File: src/rtl/dt_classifier.sv
// Four-node decision-tree classifier fed by the histogram stage; one node per clock.
// Optional DT_PATH_EN adds a path_taken output recording which nodes were visited.
module dt_classifier #(
   parameter int               BIN_W = 12,
   parameter logic [BIN_W-1:0] T0    = BIN_W'(200),
   parameter logic [BIN_W-1:0] T1    = BIN_W'(150),
   parameter logic [BIN_W-1:0] T2    = BIN_W'(100),
   parameter logic [BIN_W-1:0] T3    = BIN_W'(50)
) (
   input  logic             clk,
   input  logic             rst_n,
   input  logic             done_histogram,
   input  logic [BIN_W-1:0] bin_0,
   input  logic [BIN_W-1:0] bin_34,
   input  logic [BIN_W-1:0] bin_38,
   input  logic [BIN_W-1:0] bin_39,
   input  logic             result_ready,
`ifdef DT_PATH_EN
   output logic [3:0]       path_taken,
`endif
   output logic             class_valid,
   output logic             class_out,
   output logic             busy,
   output logic             overrun
);

   typedef enum logic [1:0] {
      IDLE = 2'd0,
      EVAL = 2'd1,
      OUT  = 2'd2
   } state_t;

   state_t           state;
   logic [1:0]       node;
   logic             done_d;
   logic [BIN_W-1:0] f0, f34, f38, f39;

   logic             start;
   logic             go_left;
   logic             leaf_hit;
   logic             leaf_val;
   logic [1:0]       next_node;

   assign start = done_histogram & ~done_d;

   // Tree walk uses only the features captured at the start edge.
   always_comb begin
      go_left   = 1'b0;
      leaf_hit  = 1'b0;
      leaf_val  = 1'b0;
      next_node = node;
      unique case (node)
         2'd0: begin
            go_left   = (f0 <= T0);
            next_node = go_left ? 2'd1 : 2'd2;
         end
         2'd1: begin
            go_left   = (f34 <= T1);
            leaf_hit  = go_left;
            leaf_val  = 1'b0;
            next_node = 2'd3;
         end
         2'd2: begin
            go_left   = (f38 <= T2);
            leaf_hit  = ~go_left;
            leaf_val  = 1'b1;
            next_node = 2'd3;
         end
         2'd3: begin
            go_left   = (f39 <= T3);
            leaf_hit  = 1'b1;
            leaf_val  = ~go_left;
         end
      endcase
   end

   always_ff @(posedge clk or negedge rst_n) begin
      if (!rst_n) begin
         state       <= IDLE;
         node        <= 2'd0;
         done_d      <= 1'b0;
         f0          <= '0;
         f34         <= '0;
         f38         <= '0;
         f39         <= '0;
         class_valid <= 1'b0;
         class_out   <= 1'b0;
         busy        <= 1'b0;
         overrun     <= 1'b0;
      end else begin
         done_d <= done_histogram;
         unique case (state)
            IDLE: begin
               if (start) begin
                  f0    <= bin_0;
                  f34   <= bin_34;
                  f38   <= bin_38;
                  f39   <= bin_39;
                  node  <= 2'd0;
                  state <= EVAL;
                  busy  <= 1'b1;
               end
            end
            EVAL: begin
               if (start)
                  overrun <= 1'b1;
               if (leaf_hit) begin
                  class_out   <= leaf_val;
                  class_valid <= 1'b1;
                  state       <= OUT;
               end else begin
                  node <= next_node;
               end
            end
            OUT: begin
               if (start)
                  overrun <= 1'b1;
               if (result_ready) begin
                  class_valid <= 1'b0;
                  state       <= IDLE;
                  busy        <= 1'b0;
               end
            end
            default: begin
               state <= IDLE;
               busy  <= 1'b0;
            end
         endcase
      end
   end

`ifdef DT_PATH_EN
   always_ff @(posedge clk or negedge rst_n) begin
      if (!rst_n) begin
         path_taken <= 4'd0;
      end else if (state == IDLE && start) begin
         path_taken <= 4'd0;
      end else if (state == EVAL) begin
         path_taken[node] <= 1'b1;
      end
   end
`endif

endmodule

File: config.mk
export PLATFORM = sky130hd
export DESIGN_NAME = dt_classifier
export DESIGN_NICKNAME = d
export VERILOG_FILES = /design/src/rtl/dt_classifier.sv
export SDC_FILE = /design/constraint.sdc
export NUM_CORES = 1
export LEC_CHECK = 0
export ABC_AREA = 0
export CORE_MARGIN = 10
export CORE_UTILIZATION = 50
export CTS_BUF_LIST = sky130_fd_sc_hd__clkbuf_8
export DETAILED_ROUTE_END_ITERATION = 10
export HOLD_SLACK_MARGIN = 0.02
export PLACE_DENSITY = 0.8
export SETUP_SLACK_MARGIN = 0.5
export SLEW_MARGIN = 10
export SYNTH_ARGS = -nofsm -noshare
export SYNTH_HDL_FRONTEND = slang
export SYNTH_SLANG_ARGS = --single-unit
File: constraint.sdc
create_clock -name clk -period 3.89 [get_ports clk]
set_input_delay 0.778 -clock clk [delete_from_list [all_inputs] [get_ports clk]]
set_output_delay 0.778 -clock clk [all_outputs]
set_load 0.05 [all_outputs]
==> impl_results.md <==
- Root Driver: clkbuf_8
- Largest net degree at the start of global routing: 51
- GRT overflow: 0
- Cell Rows: 25
- Routed wire length: 4.85 mm
- Area occupied by multi-input gates: 985 um2
- Seq pwr share: 42.7%
- Buf+Inv Stages, Crit Path: 1
- CP Launch Type: register
- Post-CTS Setup Bufs: 0
- First-pass GRT wire length: 8.34 mm
- Worst flop-to-flop path startpoint: f38[7]
- Top-count cell post-synth: dfrtp_1
- Ant diodes: 0
- Arr. time, crit path: 1.50 ns
- Fin. max-slew vios: 0
- Global placer's final weighted congestion: 0.784
- Share of the synthesized area in the top cell type: 58.0%
- Synth Warn #: 0
- Routing usage on met3: 3.74%
- Via density per instance: 5.09
- Antenna-violating nets left: 0
- Pre-antenna DRT Iters: 4
- Clock buffer depth: 2
- Period minus WS final: 2.27 ns
- Initial antenna violation count: 0
- Layout cell share with drive strength beyond 1: 29.5%
- Sum of negative setup slack: 0 ns
- Drt drc: 0
- Die outline height: 90.1 um
- Area contributors post-synth: dfrtp_1 58%, mux2_2 22%, ha_1 3.6%
- Insertion delay to the later sink of the worst-skew pair: 0.33 ns
- Power share of the clock group: 24.3%
- Met1 usage: 14.2%
- CP required: 3.11 ns
- R2R Setup Slk: 2.04 ns
- Top_reg_cell synth: dfrtp_1
- VDD IR max: 0.375 mV
- Worst Tran Pin Value: 0.674 ns
- Clock Skew: 0.00605 ns
- Synth unique cells: 35
- Final net count: 298
- H-tree depth: 3
- CP endpoint kind: output port
- Final period util: 58.5%
- Reg2reg path depth: 4
- Total CTS buffers: 9
- Detailed Route Iter0 Violations: 60
- Global route hottest layer: met2
- Crit-path cells: clkdlybuf4s50_1
- P&R area growth vs syn: 34.3%
- Final setup violating endpoints: 0
- Logic pwr share: 33.0%
- Switching Share: 30.1%
- CTS tree: yes
- Start point of the critical path: class_valid
- Total track usage: 12.7%
- Crit path max fanout: 3
- RSZ-0062 raised after global routing: no
- Number of synthesized flops with an enable pin: 0
- Design internal power: 1.71 mW
- Synth Cell Area: 2460 um2
- Post-DR wirelength/cell: 15.6 um
- Fin. Hold Viols: 0
- Vias post-DR: 1,583
- CP max stage cell: clkdlybuf4s50_1
- Horiz. Die Dim: 90.1 um
- Port-buffer cells: 55
- Core footprint: 4750 um2
- Clock-pin slew on the worst setup and hold paths: 0.07 ns
- Fin util: 69.4%
- M2 GR Usage: 21.1%
- Setup CP Type: register to output port
- Sw Pwr: 0.735 mW
- Sequential fraction of the synthesis area: 58.0%
- Syn Area/Cell: 13.9 um2
- Clock sinks: 57
- Post_cts resized: 0
- #FFs+latches synth: 57
- Mapped Nets: 236
- Storage cell area: 1430 um2
- Hold Path Class: input port to async pin
- CTS Hold Bufs: 0
- Post-synth ARST share: 100%
- List of most frequent post-synthesis cells: 57 x dfrtp_1, 49 x mux2_2, 7 x ha_1, 7 x inv_1, 5 x nand2_1
- Starting density of the core: 51.7%
- Vias in the first global route: 1,786
- Status: complete, no violations
- CP delay by family, top: buffers and inverters
- Leakage: 1.41 nW
- Dpl hpwl: 3.48 mm
- R2R Path End: state[0]
- Slew headroom: 55.1%
- Mapped Cells: 177
- Pwr Density: 739 nW/um2
- Max incr delay on CP: 0.81 ns
- Cell taking the most area after synthesis: dfrtp_1
- Highest Clock Rate: 440 MHz
- Die Area: 8120 um2
- FILL cells: 360
- MaxCap Viol Count: 0
- Ports: 56
[per-stage QoR]
stage	area, um2	setup WS [ns]	power, mW	cells	hold WS [ns]
floorplan	2460	2.04	1.62	177	0.470
global placement	3080	1.42	1.81	295	0.445
detailed placement	3080	1.38	1.85	295	0.476
CTS	3300	1.60	2.46	311	0.490
global route	3300	1.56	2.61	311	0.510
finish	3300	1.62	2.44	311	0.476
[power by group through the flow]
| stage | Sequential, mW | Clock, mW | Combinational [mW] |
|---|---|---|---|
| after floorplan | 1.05 | 0 | 0.569 |
| after global placement | 1.04 | 0 | 0.779 |
| after detailed placement | 1.05 | 0 | 0.797 |
| after CTS | 1.04 | 0.606 | 0.813 |
| after global routing | 1.08 | 0.641 | 0.887 |
| final | 1.04 | 0.594 | 0.805 |
[final cells by class]
cell class,count,area share (%)
Inverter,7,0.796
Timing Repair Buffer,57,17.0
Sequential cell,57,43.2
Tap cell,67,2.54
Multi-Input combinational cell,107,29.8
Clock inverter,6,2.50
Clock buffer,10,4.17
[cell families after synthesis]
kind of cell | synth area share [%]
buffers and inverters | 2.04
muxes | 23.7
DFF | 58.0
AOI/OAI and AO/OA | 7.33
adders and majority gates | 3.56
and+or+nand+nor | 5.34
[flip-flops by register name, summed over array words and instances (netlist names)]
register / cells
f0: 12
f34: 12
f38: 12
f39: 12
node: 2
state: 2
busy: 1
class_out: 1
class_valid: 1
done_d: 1
overrun: 1
[worst max path at each step]
stage	slack [ns]	to	cells past startpoint
2_1_floorplan	2.04	f0[0]	4
3_3_place_gp	1.42	f0[3]	5
3_5_place_dp	1.38	f39[1]	5
4_1_cts	1.60	class_valid	1
5_1_grt	1.56	class_out	1
6_report	1.62	class_valid	1
[placed cells by master, fill, tap and decap left out, types with 2 or more instances in the layout]
cell type / instances
mux2_2: 49
clkdlybuf4s50_1: 54
bufinv_16: 2
a21boi_0: 3
nand2_1: 4
buf_4: 2
a31oi_1: 2
clkbuf_8: 10
o21ai_0: 4
dfrtp_1: 57
mux2i_1: 2
nand3_1: 4
nor2b_1: 2
ha_1: 7
clkinv_2: 2
a211oi_1: 2
nor2_1: 4
a21oi_1: 4
inv_1: 8
nor4_1: 2
[metal layers]
layer	vias up	wire length, um
li1	758	-
met1	771	2100
met2	43	2430
met3	11	224
met4	0	96
met5	-	0
No activity file was read; power rests on OpenSTA's default activity.
